### src/rtl/pipe_pkg.sv
// Shared definitions for the pipeline stage register: default bus width and occupancy count type.
package pipe_pkg;

  localparam int unsigned PIPE_WIDTH = 32;

  typedef logic [1:0] count_t;

  function automatic count_t occupancy(input logic main_full, input logic skid_full);
    return count_t'(main_full) + count_t'(skid_full);
  endfunction

endpackage

### src/rtl/pipe_entry.sv
// One data entry of the pipeline stage: WIDTH-bit register with async reset,
// synchronous clear (priority over load) and load enable.
module pipe_entry
  import pipe_pkg::*;
#(
  parameter int unsigned          WIDTH     = PIPE_WIDTH,
  parameter logic [WIDTH-1:0]     RESET_VAL = '0
) (
  input  logic             clock,
  input  logic             rst,
  input  logic             clr,
  input  logic             load,
  input  logic [WIDTH-1:0] d,
  output logic [WIDTH-1:0] q
);

  logic [WIDTH-1:0] data_q;
  logic [WIDTH-1:0] data_d;

  always_comb begin
    data_d = data_q;
    if (clr) begin
      data_d = RESET_VAL;
    end else if (load) begin
      data_d = d;
    end
  end

  always_ff @(posedge clock or posedge rst) begin
    if (rst) begin
      data_q <= RESET_VAL;
    end else begin
      data_q <= data_d;
    end
  end

  assign q = data_q;

endmodule

### src/rtl/pipe_stage_reg.sv
// Valid/ready pipeline stage register with registered output data.
// Define PIPE_STAGE_SKID_EN for a two-entry skid buffer with registered in_ready;
// otherwise a single entry with combinational in_ready.
module pipe_stage_reg
  import pipe_pkg::*;
#(
  parameter int unsigned      WIDTH     = PIPE_WIDTH,
  parameter logic [WIDTH-1:0] RESET_VAL = '0
) (
  input  logic             clock,
  input  logic             rst,
  input  logic             flush,
  input  logic             in_valid,
  output logic             in_ready,
  input  logic [WIDTH-1:0] in_data,
  output logic             out_valid,
  input  logic             out_ready,
  output logic [WIDTH-1:0] out_data,
  output count_t           count
);

  logic accept;
  logic retire;

`ifdef PIPE_STAGE_SKID_EN
  logic             main_valid_q, main_valid_d;
  logic             skid_valid_q, skid_valid_d;
  logic             in_ready_q, in_ready_d;
  logic             main_load, skid_load;
  logic [WIDTH-1:0] main_src, main_data, skid_data;

  assign accept = in_valid && in_ready_q;
  assign retire = main_valid_q && out_ready;

  // Main refills from skid first; skid only fills while main is stalled.
  always_comb begin
    main_valid_d = main_valid_q;
    skid_valid_d = skid_valid_q;
    main_load    = 1'b0;
    skid_load    = 1'b0;
    main_src     = in_data;
    if (flush) begin
      main_valid_d = 1'b0;
      skid_valid_d = 1'b0;
    end else if (!main_valid_q || retire) begin
      if (skid_valid_q) begin
        main_load    = 1'b1;
        main_src     = skid_data;
        main_valid_d = 1'b1;
        skid_valid_d = 1'b0;
      end else begin
        main_load    = accept;
        main_valid_d = accept;
      end
    end else if (accept) begin
      skid_load    = 1'b1;
      skid_valid_d = 1'b1;
    end
    in_ready_d = !skid_valid_d;
  end

  always_ff @(posedge clock or posedge rst) begin
    if (rst) begin
      main_valid_q <= 1'b0;
      skid_valid_q <= 1'b0;
      in_ready_q   <= 1'b1;
    end else begin
      main_valid_q <= main_valid_d;
      skid_valid_q <= skid_valid_d;
      in_ready_q   <= in_ready_d;
    end
  end

  pipe_entry #(.WIDTH(WIDTH), .RESET_VAL(RESET_VAL)) u_main (
    .clock (clock),
    .rst   (rst),
    .clr   (flush),
    .load  (main_load),
    .d     (main_src),
    .q     (main_data)
  );

  pipe_entry #(.WIDTH(WIDTH), .RESET_VAL(RESET_VAL)) u_skid (
    .clock (clock),
    .rst   (rst),
    .clr   (flush),
    .load  (skid_load),
    .d     (in_data),
    .q     (skid_data)
  );

  assign in_ready  = in_ready_q;
  assign out_valid = main_valid_q;
  assign out_data  = main_data;
  assign count     = occupancy(main_valid_q, skid_valid_q);
`else
  logic valid_q, valid_d;

  assign in_ready = !valid_q || out_ready;
  assign accept   = in_valid && in_ready;
  assign retire   = valid_q && out_ready;

  always_comb begin
    valid_d = valid_q;
    if (flush) begin
      valid_d = 1'b0;
    end else if (accept) begin
      valid_d = 1'b1;
    end else if (retire) begin
      valid_d = 1'b0;
    end
  end

  always_ff @(posedge clock or posedge rst) begin
    if (rst) begin
      valid_q <= 1'b0;
    end else begin
      valid_q <= valid_d;
    end
  end

  pipe_entry #(.WIDTH(WIDTH), .RESET_VAL(RESET_VAL)) u_main (
    .clock (clock),
    .rst   (rst),
    .clr   (flush),
    .load  (accept),
    .d     (in_data),
    .q     (out_data)
  );

  assign out_valid = valid_q;
  assign count     = occupancy(valid_q, 1'b0);
`endif

endmodule

### config.mk
export PLATFORM = sky130hd
export DESIGN_NAME = pipe_stage_reg
export DESIGN_NICKNAME = d
export VERILOG_FILES = /design/src/rtl/pipe_pkg.sv /design/src/rtl/pipe_entry.sv /design/src/rtl/pipe_stage_reg.sv
export SDC_FILE = /design/constraint.sdc
export NUM_CORES = 1
export LEC_CHECK = 0
export BUFFER_PORTS_ARGS = -buffer_cell sky130_fd_sc_hd__buf_4
export CAP_MARGIN = 20
export CORE_MARGIN = 2
export CORE_UTILIZATION = 35
export CTS_CLUSTER_DIAMETER = 100
export DETAILED_ROUTE_END_ITERATION = 12
export GPL_TIMING_DRIVEN = 0
export PLACE_DENSITY_LB_ADDON = 0.12
export SLEW_MARGIN = 30
export SYNTH_ARGS = -nofsm -noshare
export SYNTH_HDL_FRONTEND = slang
export SYNTH_SLANG_ARGS = --single-unit
### constraint.sdc
create_clock -name clock -period 1.6 [get_ports clock]
set_clock_uncertainty 0.1 [all_clocks]
set_input_delay 0.16 -clock clock [delete_from_list [all_inputs] [get_ports clock]]
set_output_delay 0.16 -clock clock [all_outputs]
set_load 0.1 [all_outputs]
==> flow_metrics.env, run 1 <==
export IMPL_die_h_um=72.3
export IMPL_die_w_um=72.3
export IMPL_leakage_nw=1.14
export IMPL_postRouteAntennaNets=0
export IMPL_cp_end_kind="primary output"
export IMPL_wl_met3_um=303
export IMPL_drt_iter0_drc=40
export IMPL_yosysSeqAreaShare_pct=50.6
export IMPL_reg2regPathDepth=5
export IMPL_r2r_start="out_valid"
export IMPL_cts_setup_buffers=0
export IMPL_netlist_area_um2=1630
export IMPL_clk_insertion_delay_late_ps=280
export IMPL_crit_path_top_delay_cell="dfrtp_2"
export IMPL_critical_path_arrival_ps=1270
export IMPL_start_util_pct=37.0
export IMPL_antenna_found_initial=0
export IMPL_vias=1437
export IMPL_worst_path_buf_inv=3
export IMPL_vdd_drop_max_uv=464
export IMPL_cpMostUsedCell="buf_6"
export IMPL_worstHoldStart="in_data[15]"
export IMPL_cts_tree="built"
export IMPL_area_delta_synth_final_pct=42.5
export IMPL_drc=0
export IMPL_drive_gt1_share_pct=53.9
export IMPL_min_to="u_main.q[15]"
export IMPL_pwr_share_clk_pct=26.5
export IMPL_drv_slew=0
export IMPL_num_fill_cells=435
export IMPL_fmax_mhz=652
export IMPL_fin_crit_ps=1530
export IMPL_internal_power_mw=1.40
export IMPL_numCtsBuffers=5
export IMPL_tns_ps=0
export IMPL_antennaDiodeCount=0
export IMPL_final_cell_mix="buf_4 (70), nand3_1 (32), dfrtp_1 (32), a21oi_1 (27), a21bo_2 (26)"
export IMPL_setup_violations_final=0
export IMPL_maxCapViolCount=0
export IMPL_gp_congestion=0.738
export IMPL_num_rows=24
export IMPL_port_buffers=69
export IMPL_fin_area_um2=2320
export IMPL_r2r_end="u_main.q[17]"
export IMPL_grt_max_degree=34
export IMPL_first_global_vias=1430
export IMPL_syn_num_nets=191
export IMPL_critPathLaunchType="flop"
export IMPL_die_area_um2=5220
export IMPL_hold_class="input pin to flop"
export IMPL_worstPathMaxFanout=10
export IMPL_num_nets_final=268
export IMPL_worst_r2r_setup_slack_ps=260
export IMPL_htreeDepth=2
export IMPL_clock_sinks=33
export IMPL_power_density_nw_per_um2=962
export IMPL_wl_met1_um=1700
export IMPL_dp_hpwl_um=3130
export IMPL_hold_viol=0
export IMPL_wl_per_cell_um=15.1
export IMPL_first_pass_iters=4
export IMPL_rsz0062_at_grt="false"
export IMPL_cp_slowest_stage_delay_ps=440
export IMPL_seqPwrFrac_pct=40.5
export IMPL_crit_family="buffers and inverters"
export IMPL_io_pins=73
export IMPL_p_sw_mw=0.840
export IMPL_synth_seq_cells=33
export IMPL_track_usage_pct=16.8
export IMPL_p_sw_share_pct=37.5
export IMPL_grt_overflow_total=0
export IMPL_core_area_um2=4410
export IMPL_power_frac_comb_pct=33.0
export IMPL_dp_cells=275
export IMPL_path_cells="nand2b_4 > buf_6 > buf_6 > buf_12"
export IMPL_synth_distinct_cells=14
export IMPL_mostFrequentLayoutCell="buf_4"
export IMPL_whs_path_depth=3
export IMPL_wl_um=4280
export IMPL_crit_type="flop to primary output"
export IMPL_crit_required_ps=1340
export IMPL_syn_area_per_cell_um2=10.6
export IMPL_grt_pass1_wl_um=6740
export IMPL_ys_warn_count=0
export IMPL_viasPerCell=5.06
export IMPL_root_buffer="clkbuf_8"
export IMPL_instances_no_fill=284
export IMPL_clkSlewWorstSetupHoldPaths_ps=70
export IMPL_synthCells=154
export IMPL_period_share_pct=95.9
export IMPL_max_slew_margin_pct=53.2
export IMPL_postPlaceCellArea_um2=2220
export IMPL_dr_max_layer_used="met4"
export IMPL_wl_met2_um=2230
export IMPL_cts_path_max_buffers=2
export IMPL_worst_pin_slew_ps=700
export IMPL_status="finished clean"
-- power by group through the flow --
stage,clock (mW),sequential (mW),combinational (mW)
6_report,0.593,0.906,0.738
5_1_grt,0.659,0.911,0.771
4_1_cts,0.615,0.906,0.743
3_5_place_dp,0,0.921,0.739
3_3_place_gp,0,0.919,0.731
2_1_floorplan,0,1.26,0.205
-- logic make-up after synthesis --
kind of cell,after synthesis,share of synthesized area [%]
DFF,33,50.6
AOI/OAI and AO/OA,65,31.1
and+or+nand+nor,33,10.7
other,1,0.230
buffers and inverters,22,7.36
-- area by class of cell --
class                           instances  area (um^2)  share of cell area (%)
Sequential cell                        33          827                    35.6
Multi-Input combinational cell         99          686                    29.5
Timing Repair Buffer                   70          541                    23.3
Buffer                                 20          119                    5.11
Clock buffer                            8         80.1                    3.44
Tap cell                               52         65.1                    2.80
Inverter                                2         7.51                   0.323
-- repair_timing --
item                                    CTS  global route
gates resized for setup                   2             1
gates cloned                              0             0
hold buffers                              1             0
endpoints found under the setup margin    1             1
hold endpoints to repair                 33             0
-- state kept, by name, indices dropped and copies added (netlist names) --
signal / cells
u_main.q: 32
out_valid: 1
-- worst max path at each step --
stage	startpoint	to	slack, ps	cells past startpoint
2_1_floorplan	out_valid	u_main.q[10]	50	5
6_report	out_valid	in_ready	70	4
3_3_place_gp	rst	out_valid	30	2
5_1_grt	out_valid	in_ready	10	4
4_1_cts	out_valid	in_ready	20	4
3_5_place_dp	out_valid	in_ready	250	4
-- metal layers --
metal | global-route usage (%) | vias to the layer above
met5 | 0 | -
met2 | 28.2 | 44
li1 | - | 692
met1 | 20.5 | 696
met4 | 6.29 | 0
met3 | 4.86 | 5
-- tightest hold or removal path, delay by kind of cell --
family	cells	cell delay, ps
AO/OA/AOI/OAI	1	50
buffers and inverters	1	110
AND/OR/NAND/NOR	1	50
-- cells in the mapped netlist, drive strengths merged --
master	number	area share, %
a21bo	32	20
a21oi	33	12
buf	15	5.7
clkbuf	5	1.2
conb	1	0.23
dfrtp	33	51
inv	2	0.46
nand2b	1	0.84
nand3	32	9.8
-- stage by stage --
stage	total power [mW]	worst slack, ps	util [%]	hold WS, ps
2_1_floorplan	1.46	54.1	-	189
3_3_place_gp	1.65	25.0	50.3	319
3_5_place_dp	1.66	248	50.3	228
4_1_cts	2.26	15.7	52.6	24.2
5_1_grt	2.34	14.7	52.7	32.6
6_report	2.24	66.2	52.7	30.2
(Power assumes the default switching activity.)
==> inputs of run 2 (changes only) <==
==> constraint.sdc (replaced) <==
create_clock -name clock -period 1.38 [get_ports clock]
set_clock_uncertainty 0.1 [all_clocks]
set_input_delay 0.138 -clock clock [delete_from_list [all_inputs] [get_ports clock]]
set_output_delay 0.138 -clock clock [all_outputs]
set_load 0.1 [all_outputs]
==> flow_metrics.env, run 2 (same netlist as run 1, synthesis figures left out) <==
export IMPL_final_cell_mix="buf_4 (72), dfrtp_2 (31), a21bo_2 (26), nand3_1 (25), a21oi_1 (17)"
export IMPL_setup_violations_final=21
export IMPL_instances_no_fill=296
export IMPL_grt_max_degree=34
export IMPL_hold_class="input pin to flop"
export IMPL_multi_input_area_um2=758
export IMPL_grt_pass1_wl_um=7280
export IMPL_fmax_mhz=678
export IMPL_fin_util_pct=59.8
export IMPL_port_buffers=69
export IMPL_critical_path_arrival_ps=1240
export IMPL_cts_path_max_buffers=2
export IMPL_critPathLaunchType="flop"
export IMPL_crit_type="flop to primary output"
export IMPL_area_delta_synth_final_pct=61.7
export IMPL_postPlaceCellArea_um2=2320
export IMPL_fin_area_um2=2640
export IMPL_cts_tree="built"
export IMPL_period_share_pct=107
export IMPL_max_slew_margin_pct=52.4
export IMPL_first_global_vias=1508
export IMPL_wl_um=4650
export IMPL_status="finished, violations left"
export IMPL_numCtsBuffers=5
export IMPL_wl_per_cell_um=15.7
export IMPL_viasPerCell=5.12
export IMPL_first_pass_iters=4
export IMPL_largest_reg_flops=32
export IMPL_mostFrequentLayoutCell="buf_4"
export IMPL_root_buffer="clkbuf_8"
export IMPL_whs_ps=-10.3
export IMPL_hold_viol=1
export IMPL_power_density_nw_per_um2=1060
export IMPL_die_h_um=72.3
export IMPL_fin_crit_ps=1470
export IMPL_dp_cells=275
export IMPL_rsz0062_at_grt="true"
export IMPL_leakage_nw=1.21
export IMPL_clock_sinks=33
export IMPL_num_rows=24
export IMPL_cp_end_kind="primary output"
export IMPL_num_nets_final=280
export IMPL_drc=0
export IMPL_drv_slew=0
export IMPL_track_usage_pct=18.2
export IMPL_antenna_found_initial=0
export IMPL_worstPathMaxFanout=3
export IMPL_gp_congestion=0.785
export IMPL_die_area_um2=5220
export IMPL_num_fill_cells=376
export IMPL_htreeDepth=2
export IMPL_io_pins=73
export IMPL_clkSlewWorstSetupHoldPaths_ps=70
export IMPL_clk_insertion_delay_late_ps=280
export IMPL_core_area_um2=4410
export IMPL_crit_required_ps=1140
export IMPL_vdd_drop_max_uv=624
export IMPL_die_w_um=72.3
export IMPL_vias=1516
export IMPL_start_util_pct=37.0
export IMPL_antennaDiodeCount=0
export IMPL_drive_gt1_share_pct=74.6
export IMPL_worst_pin_slew_ps=713
export IMPL_final_seq_area_um2=868
export IMPL_postRouteAntennaNets=0
export IMPL_maxCapViolCount=0
export IMPL_dp_hpwl_um=3160
export IMPL_violations="negative hold slack, negative setup slack"
export IMPL_drt_iter0_drc=79
export IMPL_grt_overflow_total=0
export IMPL_setup_ws_ps=-94.9
==> run 2: cell count changes in the layout (fill, tap and decap cells not counted), moves of 6 or more <==
cell           before  now
nand3_2             0    7
a21oi_2             6   16
dlygate4sd3_1       1    7
dfrtp_1            32    1
nand3_1            32   25
dfrtp_2             1   31
a21oi_1            27   17
==> run 2: repair_timing <==
action | CTS | global route
gates resized for setup | 6 | 16
gates cloned | 0 | 1
endpoints found under the setup margin | 2 | 33
hold buffers | 7 | 0
buffers inserted | 3 | 2
hold endpoints to repair | 37 | 0
==> run 2: worst max-delay path: stages, from the launching register on <==
cell      delay (ps)
dfrtp_4          490
nand2b_4         100
buf_8            110
buf_12           100
buf_12           160
==> run 2: metrics by stage <==
step	total power, mW	setup slack [ps]	setup TNS (ps)
global route	2.91	-123	-2030
CTS	2.78	-102	-1200
floorplan	1.72	-100	-584
finish	2.80	-94.9	-471
global placement	1.94	-207	-4460
detailed placement	1.95	-16.5	-16.5
==> run 2: report_power, final <==
part / internal, mW / switching [mW] / leakage (nW)
registers: 1.03 / 0.0287 / 0.394
logic: 0.291 / 0.644 / 0.759
clock network: 0.451 / 0.351 / 0.0542
total: 1.77 / 1.02 / 1.21
==> run 2: layer usage <==
layer	vias up	part of all wire [%]	global-route usage [%]
li1	719	-	-
met1	740	42	23.1
met2	48	51	31.0
met3	9	5.7	4.03
met4	0	1.5	5.66
met5	-	0	0
==> run 2: path summary, 6_finish.rpt <==
| path | startpoint | endpoint | slack, ps | depth (start not counted) |
|---|---|---|---|---|
| max in group asynchronous | rst | out_valid | 200 | 3 |
| setup / recovery | out_valid | in_ready | -90 | 4 |
| min in group asynchronous | rst | u_main.q[17] | 450 | 3 |
| hold reg to reg | u_main.q[19] | u_main.q[19] | 560 | 2 |
| setup reg to reg | out_valid | u_main.q[5] | -40 | 6 |
| hold / removal | flush | u_main.q[3] | -10 | 2 |
==> run 2: area by class of cell <==
cell class              instances  area share (%)
plain buffers                  20            5.88
clock buffers                   7            3.65
clock inverters                 1           0.190
inverters                       2           0.284
multi-input cells              99            28.7
flip-flops and latches         33            32.9
well taps                      52            2.47
repair buffers                 82            25.9
